<file path="src/rtl/hex_display_pkg.sv">
// Shared definitions for the hex display driver.
//   state_t            : conversion FSM state (IDLE, CONVERT, DONE)
//   SEG_BLANK/SEG_DASH : active-low segment patterns for an unlit digit and a lone 'g' segment
//   SEG_TABLE          : BCD nibble -> active-low pattern (bit0=a .. bit6=g); 10..15 map to dash
//   max_display_value  : largest value that fits in a given number of decimal digits
package hex_display_pkg;

  typedef enum logic [1:0] {
    IDLE    = 2'd0,
    CONVERT = 2'd1,
    DONE    = 2'd2
  } state_t;

  localparam logic [6:0] SEG_BLANK = 7'h7F;
  localparam logic [6:0] SEG_DASH  = 7'h3F;

  localparam logic [6:0] SEG_TABLE [16] = '{
    7'h40, 7'h79, 7'h24, 7'h30, 7'h19,
    7'h12, 7'h02, 7'h78, 7'h00, 7'h10,
    7'h3F, 7'h3F, 7'h3F, 7'h3F, 7'h3F, 7'h3F
  };

  // 10^digits - 1, evaluated at elaboration time for the overflow compare.
  function automatic logic [31:0] max_display_value(input int digits);
    logic [31:0] p;
    p = 32'd1;
    for (int i = 0; i < digits; i++) begin
      p = p * 32'd10;
    end
    return p - 32'd1;
  endfunction

endpackage

</file>
<file path="src/rtl/hex_display_driver_seg7_encode.sv">
// One-digit seven-segment encoder (purely combinational).
//   bcd   : decimal digit 0..9 (10..15 show a dash)
//   blank : digit is a suppressed leading zero -> all segments off
//   dash  : overflow indication -> dash, takes priority over blank
//   seg   : active-low segments, bit0=a .. bit6=g
module seg7_encode
  import hex_display_pkg::*;
(
  input  logic [3:0] bcd,
  input  logic       blank,
  input  logic       dash,
  output logic [6:0] seg
);

  always_comb begin
    seg = SEG_TABLE[bcd];
    if (dash) begin
      seg = SEG_DASH;
    end else if (blank) begin
      seg = SEG_BLANK;
    end
  end

endmodule

</file>
<file path="src/rtl/hex_display_driver.sv">
// Binary to six-digit seven-segment display driver.
// A value is taken over a valid/ready handshake, converted to BCD by
// shift-add-3 (one input bit per clock), then encoded and registered onto
// the HEX outputs. Outputs hold until the next conversion completes.
//
// Handshake: a transfer happens on a rising clock edge where io_in_valid and
// io_in_ready are both high. io_in_ready is high only in IDLE; while it is
// low io_in_valid is ignored and nothing is queued, the upstream simply
// holds its value until ready returns.
//
// Ports:
//   clock, reset          : clock, asynchronous active-high reset
//   io_in_valid/ready/bits: input handshake, unsigned binary value
//   io_busy               : conversion in progress (state != IDLE)
//   io_overflow           : registered, last accepted value exceeded 10^DIGITS-1
//   io_hex_0..io_hex_5    : active-low segments, io_hex_0 = least significant digit
//   io_state              : current FSM state, for observation
// The six HEX ports are wired to digits 0..5, so DIGITS must be at least 6.
module hex_display_driver
  import hex_display_pkg::*;
#(
  parameter int WIDTH         = 20,
  parameter int DIGITS        = 6,
  parameter int BLANK_LEADING = 1
) (
  input  logic             clock,
  input  logic             reset,
  input  logic             io_in_valid,
  output logic             io_in_ready,
  input  logic [WIDTH-1:0] io_in_bits,
  output logic             io_busy,
  output logic             io_overflow,
  output logic [6:0]       io_hex_0,
  output logic [6:0]       io_hex_1,
  output logic [6:0]       io_hex_2,
  output logic [6:0]       io_hex_3,
  output logic [6:0]       io_hex_4,
  output logic [6:0]       io_hex_5,
  output state_t           io_state
);

  localparam int          BCD_W   = 4 * DIGITS;
  localparam int          CNT_W   = $clog2(WIDTH + 1);
  localparam logic [31:0] MAX_VAL = max_display_value(DIGITS);

  state_t           state;
  logic [WIDTH-1:0] bin_q;
  logic [BCD_W-1:0] bcd_q;
  logic [CNT_W-1:0] cnt_q;
  logic             ovf_pending_q;
  logic [6:0]       hex_q [DIGITS];

  logic [BCD_W-1:0] bcd_adj;
  logic [DIGITS-1:0] digit_blank;
  logic [6:0]       seg_next [DIGITS];

  // Add-3 correction: any nibble >= 5 would become >= 10 after the doubling
  // shift, so it is pre-biased to carry correctly into the next nibble.
  always_comb begin
    bcd_adj = bcd_q;
    for (int i = 0; i < DIGITS; i++) begin
      if (bcd_q[4*i +: 4] >= 4'd5) begin
        bcd_adj[4*i +: 4] = bcd_q[4*i +: 4] + 4'd3;
      end
    end
  end

  // A digit is a leading zero when it and every digit above it are zero.
  // Digit 0 is never blanked so that a value of zero still shows "0".
  always_comb begin
    logic zero_above;
    logic zero_from_here;
    zero_above     = 1'b1;
    zero_from_here = 1'b1;
    digit_blank    = '0;
    for (int i = DIGITS - 1; i >= 0; i--) begin
      zero_from_here = zero_above && (bcd_q[4*i +: 4] == 4'd0);
      digit_blank[i] = (BLANK_LEADING != 0) && (i != 0) && zero_from_here;
      zero_above     = zero_from_here;
    end
  end

  for (genvar g = 0; g < DIGITS; g++) begin : g_enc
    seg7_encode u_enc (
      .bcd   (bcd_q[4*g +: 4]),
      .blank (digit_blank[g]),
      .dash  (ovf_pending_q),
      .seg   (seg_next[g])
    );
  end

  always_ff @(posedge clock or posedge reset) begin
    if (reset) begin
      state         <= IDLE;
      bin_q         <= '0;
      bcd_q         <= '0;
      cnt_q         <= '0;
      ovf_pending_q <= 1'b0;
      io_overflow   <= 1'b0;
      for (int i = 0; i < DIGITS; i++) begin
        hex_q[i] <= SEG_BLANK;
      end
    end else begin
      case (state)
        IDLE: begin
          if (io_in_valid) begin
            bin_q         <= io_in_bits;
            bcd_q         <= '0;
            cnt_q         <= '0;
            ovf_pending_q <= 32'(io_in_bits) > MAX_VAL;
            state         <= CONVERT;
          end
        end
        CONVERT: begin
          {bcd_q, bin_q} <= {bcd_adj[BCD_W-2:0], bin_q, 1'b0};
          cnt_q          <= cnt_q + CNT_W'(1);
          if (cnt_q == CNT_W'(WIDTH - 1)) begin
            state <= DONE;
          end
        end
        DONE: begin
          hex_q       <= seg_next;
          io_overflow <= ovf_pending_q;
          state       <= IDLE;
        end
        default: begin
          state <= IDLE;
        end
      endcase
    end
  end

  assign io_in_ready = (state == IDLE);
  assign io_busy     = (state != IDLE);
  assign io_state    = state;

  assign io_hex_0 = hex_q[0];
  assign io_hex_1 = hex_q[1];
  assign io_hex_2 = hex_q[2];
  assign io_hex_3 = hex_q[3];
  assign io_hex_4 = hex_q[4];
  assign io_hex_5 = hex_q[5];

endmodule
</file>
<file path="config.mk">
export PLATFORM = sky130hd
export DESIGN_NAME = hex_display_driver
export DESIGN_NICKNAME = d
export VERILOG_FILES = /design/src/rtl/hex_display_pkg.sv /design/src/rtl/hex_display_driver_seg7_encode.sv /design/src/rtl/hex_display_driver.sv
export SDC_FILE = /design/constraint.sdc
export NUM_CORES = 1
export LEC_CHECK = 0
export BUFFER_PORTS_ARGS = -buffer_cell sky130_fd_sc_hd__buf_2
export CORE_AREA = 4 4 138 140
export CTS_CLUSTER_DIAMETER = 30
export DETAILED_ROUTE_END_ITERATION = 10
export DIE_AREA = 0 0 142 144
export PLACE_DENSITY_LB_ADDON = 0.05
export SLEW_MARGIN = 20
export SYNTH_ARGS = -nofsm -noshare
export SYNTH_HDL_FRONTEND = slang
export SYNTH_SLANG_ARGS = --single-unit
</file>
<file path="constraint.sdc">
create_clock -name clock -period 4.2 [get_ports clock]
set_input_delay 0.84 -clock clock [delete_from_list [all_inputs] [get_ports clock]]
set_output_delay 0.84 -clock clock [all_outputs]
set_load 0.005 [all_outputs]
</file>
==> results of run 1 <==
==> Yosys cell counts (2+ instances only) <==
| cell type | number |
|---|---|
| nand4_1 | 4 |
| inv_1 | 30 |
| a21oi_1 | 48 |
| nor3b_1 | 3 |
| o22ai_1 | 4 |
| nand2_1 | 73 |
| o22a_1 | 14 |
| a221oi_1 | 2 |
| ha_1 | 35 |
| a22oi_1 | 20 |
| mux2i_1 | 9 |
| nor3b_2 | 2 |
| clkbuf_1 | 22 |
| o21ba_2 | 2 |
| o32a_2 | 4 |
| buf_2 | 10 |
| nor3_1 | 11 |
| nand2b_1 | 8 |
| dfstp_2 | 42 |
| xnor2_1 | 6 |
| o21a_1 | 2 |
| dfrtp_1 | 53 |
| o21bai_1 | 3 |
| nor2b_1 | 5 |
| a22o_1 | 3 |
| nor2_1 | 50 |
| o31ai_1 | 4 |
| o21ai_0 | 46 |
| nand3_1 | 20 |
| a31oi_1 | 7 |
| a21o_1 | 4 |
==> per-stage QoR <==
| step | power, mW | utilization, % | hold slack [ns] | area, sq um |
|---|---|---|---|---|
| after floorplan | 3.496 | - | 0.4458 | 5268 |
| after global placement | 4.182 | 32.62 | 0.4657 | 5819 |
| after detailed placement | 4.207 | 32.62 | 0.4636 | 5819 |
| after CTS | 4.994 | 34.05 | 0.4720 | 6075 |
| after global routing | 5.391 | 34.05 | 0.4891 | 6075 |
| final | 4.913 | 34.05 | 0.4726 | 6075 |
==> metal layers <==
| layer | vias to the layer above | GRT usage, % | part of all wire (%) | routed length [um] |
|---|---|---|---|---|
| met2 | 68 | 22.56 | 46 | 6359 |
| met3 | 14 | 2.315 | 3.8 | 525 |
| met1 | 2065 | 19.72 | 49 | 6770 |
| met4 | 0 | 4.848 | 1.5 | 205 |
| met5 | - | 0 | 0 | 0 |
| li1 | 2103 | - | - | - |
==> kinds of logic after synthesis <==
kind of cell               Yosys count  share of synthesized area [%]
and+or+nand+nor                    186                          16.65
xor gates and xnor gates             6                         0.9976
muxes                               10                          1.924
AOI/OAI and AO/OA                  171                          21.05
adders and majority gates           35                          8.314
buffers and inverters               64                          4.941
DFF                                 95                          46.13
==> flip-flops by register name (all words and copies together) (netlist names) <==
register	count
bcd_q	24
io_hex_0	7
io_hex_5	7
io_state	2
bin_q	20
io_hex_1	7
io_hex_3	7
io_overflow	1
io_hex_4	7
ovf_pending_q	1
cnt_q	5
io_hex_2	7
==> cells in the final DEF, fill, tap and decap left out, types with 2 or more instances in the layout <==
cell / netlist / layout
o21ai_0: 46 / 46
a221oi_1: 2 / 2
clkbuf_16: 0 / 9
nand2b_1: 8 / 8
o22a_1: 14 / 14
xnor2_1: 6 / 6
o21bai_1: 3 / 3
o32a_2: 4 / 4
buf_4: 0 / 8
clkbuf_1: 22 / 6
nor3b_1: 3 / 3
nor2b_2: 0 / 2
dfrtp_1: 53 / 53
a21o_1: 4 / 4
o31ai_1: 4 / 4
ha_1: 35 / 35
a22o_1: 3 / 3
nor3b_2: 2 / 2
o22ai_1: 4 / 4
o21a_1: 2 / 2
a22oi_1: 20 / 20
nor3_1: 11 / 11
nor2_1: 50 / 50
o21ba_2: 2 / 2
nand2_1: 73 / 73
nor2b_1: 5 / 3
a21oi_1: 48 / 48
buf_2: 10 / 69
nand4_1: 4 / 4
mux2i_1: 9 / 9
inv_1: 30 / 29
dfstp_2: 42 / 42
nand3_1: 20 / 20
a31oi_1: 7 / 7
==> final timing paths <==
| path | slack [ns] | end | startpoint |
|---|---|---|---|
| worst max-delay path | 2.16 | io_busy | io_state[1]$_DFFE_PP0P_ |
| worst min-delay path | 0.47 | bin_q[10]$_DFFE_PP0P_ | reset |
| worst max register to register | 2.28 | io_hex_5[1]$_DFFE_PP1N_ | bcd_q[20]$_DFFE_PP0P_ |
| worst min register to register | 0.47 | io_hex_0[6]$_DFFE_PP1N_ | io_hex_0[6]$_DFFE_PP1N_ |
| max in group asynchronous | 2.85 | io_hex_1[1]$_DFFE_PP1N_ | reset |
| min in group clock | 0.47 | io_hex_0[6]$_DFFE_PP1N_ | io_hex_0[6]$_DFFE_PP1N_ |
==> where the power goes <==
group	leakage (nW)	internal, mW	total (mW)	switching, mW
logic	1.48	0.986	2.17	1.18
registers	1.10	1.49	1.99	0.501
clock network	0.118	0.404	0.754	0.350
==> layout make-up <==
| class | instances | area share [%] |
|---|---|---|
| multi-input combinational | 408 | 42.51 |
| inverter | 30 | 1.895 |
| sequential | 95 | 40.00 |
| timing repair buffer | 77 | 6.674 |
| clock inverter | 1 | 0.1236 |
| tap | 229 | 4.717 |
| clock buffer | 15 | 4.078 |
==> metrics.cfg, run 1 <==
[clock_tree]
clkLatencyLatePin_ns = 0.35
ctsLongestPathBuffers = 2
ctsResizeCount = 0
numCtsBuffers = 9
cts_root_buf = clkbuf_16
h-tree-depth = 3
cts_setup_buffers = 0
cts_tree = done
postCtsHoldBufs = 0
clk_pin_slew_ns = 0.07
cts_sinks = 95

[floorplan]
fp.dieH_um = 144
ios = 70
num_rows = 49
fp.dieArea_sq_mm = 0.02045
fp.dieW_um = 142
coreArea_sq_mm = 0.01784
initial_core_util_pct = 29.53

[drt]
drcViolationCount = 0
via_count = 4250
wire_per_inst_um = 16.21
drtPass1Iterations = 4
drt_wl_total_um = 13860
viasPerCell = 4.971
drt_iter0_markers = 245
ant_nets = 0

[timing]
rsz0062_at_grt = false
slew_viol_final = 0
finClkSkew_ns = 0.008202
setup_viol = 0
fmax_mhz = 490.4
max_slew_margin_pct = 38.42
worst_slack_ns = 2.161
tns_ns = 0
worst_pin_slew_ns = 0.9214
hold_violations = 0
post-route-min-period_ns = 2.039
min_period_over_period_pct = 48.55

[outcome]
status = completed

[critical_path]
slowest_stage = dfrtp_1
crit_path_cell_trace = nor2_1 -> inv_1 -> buf_2
critPathTopFamily = flip-flops
end_kind = output port
cpPeakStageDelay_ns = 0.48
worst_setup_path_start_kind = flop
critPathMaxFanout = 8
r2r_cells = 5
critical_path_class = flop to output port
critPathBufInv = 2
crit_required_ns = 3.36
path_depth = 3
critPathArrivalTime_ns = 1.20

[power]
p_per_area_mw_per_mm2 = 808.8
p_leak_nw = 2.698
irDropWorstVdd_v = 0.0002299

[global_route]
grt_pass1_vias = 4308
antenna_found_initial = 0
grt_first_pass_wirelength_um = 23250
overflow = 0
grt_use_total_pct = 14.19
grt_max_degree = 43

[synthesis]
ys_seq_elements = 95
netlist_instances = 567
yosys_warnings = 0
synth_area_leader_cell = dfrtp_1
synth_area_leaders = dfrtp_1, dfstp_2, ha_1
synth_top_area_share_pct = 25.18
synth_area_sq_mm = 0.005268
syn_nets = 625
avgSynthCellArea_sq_um = 9.290
ys.flop_type = dfrtp_1
synthArstFlopShare_pct = 100.0
synth-edff-count = 0
synth_cell_types = 52
seq_area_frac_synth_pct = 46.13

[cells_and_area]
nets = 679
multiInputGateArea_sq_mm = 0.002582
num-fill-cells = 1878
stdcell_count = 855
syn_to_final_growth_pct = 15.32
drive_above_1_share_pct = 23.32
n_antenna_cell = 0
ff_latch_area_sq_mm = 0.002430

[job]
drv_cap = 0

[placed_design]
pre_cts_ws_ns = 1.888
routabilityCongestion = 0.7914
dpl.hpwl_um = 9641
place_inst = 839
io_buffers = 69

[min_path]
hold_path.class = input pin to asynchronous set/reset pin

Power figures use the tool's default switching activity.
==> run 2, diff against run 1 <==
==> constraint.sdc (replaced) <==
create_clock -name clock -period 2.1 [get_ports clock]
set_input_delay 0.42 -clock clock [delete_from_list [all_inputs] [get_ports clock]]
set_output_delay 0.42 -clock clock [all_outputs]
set_load 0.005 [all_outputs]
==> metrics.cfg, run 2 (synthesized netlist as in run 1, its figures left out) <==
[outcome]
status = completed  ; unchanged

[critical_path]
critical_path_class = flop to flop  ; was flop to output port
reg2reg_slack_ns = 0.28  ; was 2.28 ns
crit_required_ns = 2.38  ; was 3.36 ns
critPathArrivalTime_ns = 2.10  ; was 1.20 ns
worst_setup_path_start_kind = flop  ; unchanged
critPathMaxFanout = 9  ; was 8
end_kind = flop  ; was output port

[power]
p_leak_nw = 2.784  ; was 2.698 nW
p_int_mw = 6.034  ; was 2.879 mW
p_clk_share_pct = 16.5  ; was 15.4%
combPwrFrac_pct = 45.9  ; was 44.2%
irDropWorstVdd_v = 0.0004197  ; was 0.0002299 V
switching_share_pct = 40.21  ; was 41.41%
p_sw_mw = 4.058  ; was 2.035 mW
p_per_area_mw_per_mm2 = 1617  ; was 808.8 mW/mm^2
power_mw = 10.09  ; was 4.913 mW
p_seq_share_pct = 37.6  ; was 40.5%

[global_route]
antenna_found_initial = 0  ; unchanged
grt_use_total_pct = 14.10  ; was 14.19%
grt_pass1_vias = 4309  ; was 4,308
grt_first_pass_wirelength_um = 22960  ; was 23,250 um
grt_max_degree = 41  ; was 43
overflow = 0  ; unchanged

[floorplan]
ios = 70  ; unchanged
fp.dieH_um = 144  ; unchanged
num_rows = 49  ; unchanged
fp.dieW_um = 142  ; unchanged
coreArea_sq_mm = 0.01784  ; unchanged
fp.dieArea_sq_mm = 0.02045  ; unchanged
initial_core_util_pct = 29.53  ; unchanged

[job]
drv_cap = 0  ; unchanged

[timing]
post-route-min-period_ns = 1.817
setup_viol = 0  ; unchanged
tns_ns = 0  ; unchanged
worst_pin_slew_ns = 0.6319  ; was 0.9214 ns
fmax_mhz = 550.5
finClkSkew_ns = 0.005679  ; was 0.008202 ns
rsz0062_at_grt = false  ; unchanged
max_slew_margin_pct = 57.78  ; was 38.42%
hold_violations = 0  ; unchanged
min_period_over_period_pct = 86.51
slew_viol_final = 0  ; unchanged

[cells_and_area]
utilization_pct = 34.98  ; was 34.05%
ff_latch_area_sq_mm = 0.002430  ; unchanged
drive_above_1_share_pct = 24.80  ; was 23.32%
syn_to_final_growth_pct = 18.48  ; was 15.32%
final_cell_mix = nand2_1, buf_2, dfrtp_1, nor2_1, a21oi_1  ; unchanged
n_antenna_cell = 0  ; unchanged
final_common_cell = nand2_1  ; unchanged
largest_register_ffs = 24  ; unchanged
stdcell_count = 866  ; was 855
multiInputGateArea_sq_mm = 0.002582  ; unchanged
reg.largest.list = bcd_q (24), bin_q (20)  ; unchanged
num-fill-cells = 1858  ; was 1,878
nets = 690  ; was 679
regMostFlops = bcd_q  ; unchanged

[drt]
drcViolationCount = 0  ; unchanged
drt_iter0_markers = 239  ; was 245
via_count = 4213  ; was 4,250
drt_wl_total_um = 13670  ; was 13,860 um
ant_nets = 0  ; unchanged
viasPerCell = 4.865  ; was 4.971
drtPass1Iterations = 4  ; unchanged
wire_per_inst_um = 15.79  ; was 16.21 um

[clock_tree]
ctsLongestPathBuffers = 2  ; unchanged
postCtsHoldBufs = 0  ; unchanged
cts_tree = done  ; unchanged
clkLatencyLatePin_ns = 0.34  ; was 0.35 ns
clk_pin_slew_ns = 0.07  ; about the same
cts_setup_buffers = 0  ; unchanged
h-tree-depth = 3  ; unchanged
cts_root_buf = clkbuf_16  ; unchanged
numCtsBuffers = 9  ; unchanged
ctsResizeCount = 0  ; unchanged
cts_sinks = 95  ; unchanged

[placed_design]
dpl.hpwl_um = 9602  ; was 9641 um
io_buffers = 69  ; unchanged
routabilityCongestion = 0.8001  ; was 0.7914
place_inst = 850  ; was 839

[min_path]
hold_path.class = input pin to asynchronous set/reset pin  ; unchanged

[run 2: per-stage QoR]
stage | worst slack, ns | hold WS [ns] | cell area, sq um
final | 0.2833 | 0.1542 | 6241
after global routing | 0.06381 | 0.1842 | 6241
after CTS | 0.2577 | 0.1611 | 6241
after detailed placement | 0.2793 | 0.4630 | 5953
after global placement | 0.3190 | 0.4642 | 5953
after floorplan | 0.4749 | 0.4458 | 5271
[run 2: worst paths after layout]
path	cells after the start	start	end
min in group clock	3	io_in_bits[0]	bin_q[0]$_DFFE_PP0P_
worst min register to register	2	bin_q[3]$_DFFE_PP0P_	bin_q[3]$_DFFE_PP0P_
max in group asynchronous	3	reset	io_hex_0[6]$_DFFE_PP1N_
worst min-delay path	2	reset	bin_q[6]$_DFFE_PP0P_
worst max register to register	5	bcd_q[20]$_DFFE_PP0P_	io_hex_5[0]$_DFFE_PP1N_
worst max-delay path	5	bcd_q[20]$_DFFE_PP0P_	io_hex_5[0]$_DFFE_PP1N_
[run 2: final cells by class]
type                            count  share of cell area [%]
Inverter                           30                   1.864
Clock inverter                      1                  0.4812
Multi-Input combinational cell    408                   41.38
Sequential cell                    95                   38.93
Timing Repair Buffer               88                   8.621
Clock buffer                       15                   4.130
Tap cell                          229                   4.591
[run 2: layer usage]
metal / track usage (%) / part of all wire (%) / up-vias
met3: 2.513 / 3.6 / 15
met2: 22.36 / 45 / 67
met4: 5.253 / 1.9 / 0
met5: 0 / 0 / -
met1: 19.31 / 50 / 2004
li1: - / - / 2127
[run 2: power by group through the flow]
| stage | registers [mW] | clock network [mW] | logic (mW) |
|---|---|---|---|
| 3_5_place_dp | 3.83 | 0 | 4.68 |
| 3_3_place_gp | 3.83 | 0 | 4.64 |
| 4_1_cts | 3.81 | 1.75 | 4.70 |
| 6_report | 3.79 | 1.67 | 4.63 |
| 5_1_grt | 3.96 | 1.82 | 5.31 |
| 2_1_floorplan | 3.58 | 0 | 3.41 |
[run 2: critical path, cell delays in order (launching register included)]
cell and delay (ns):
dfrtp_1 0.43, inv_1 0.13, ha_1 0.43, a21oi_1 0.12, o21ai_0 0.42, o22a_1 0.23
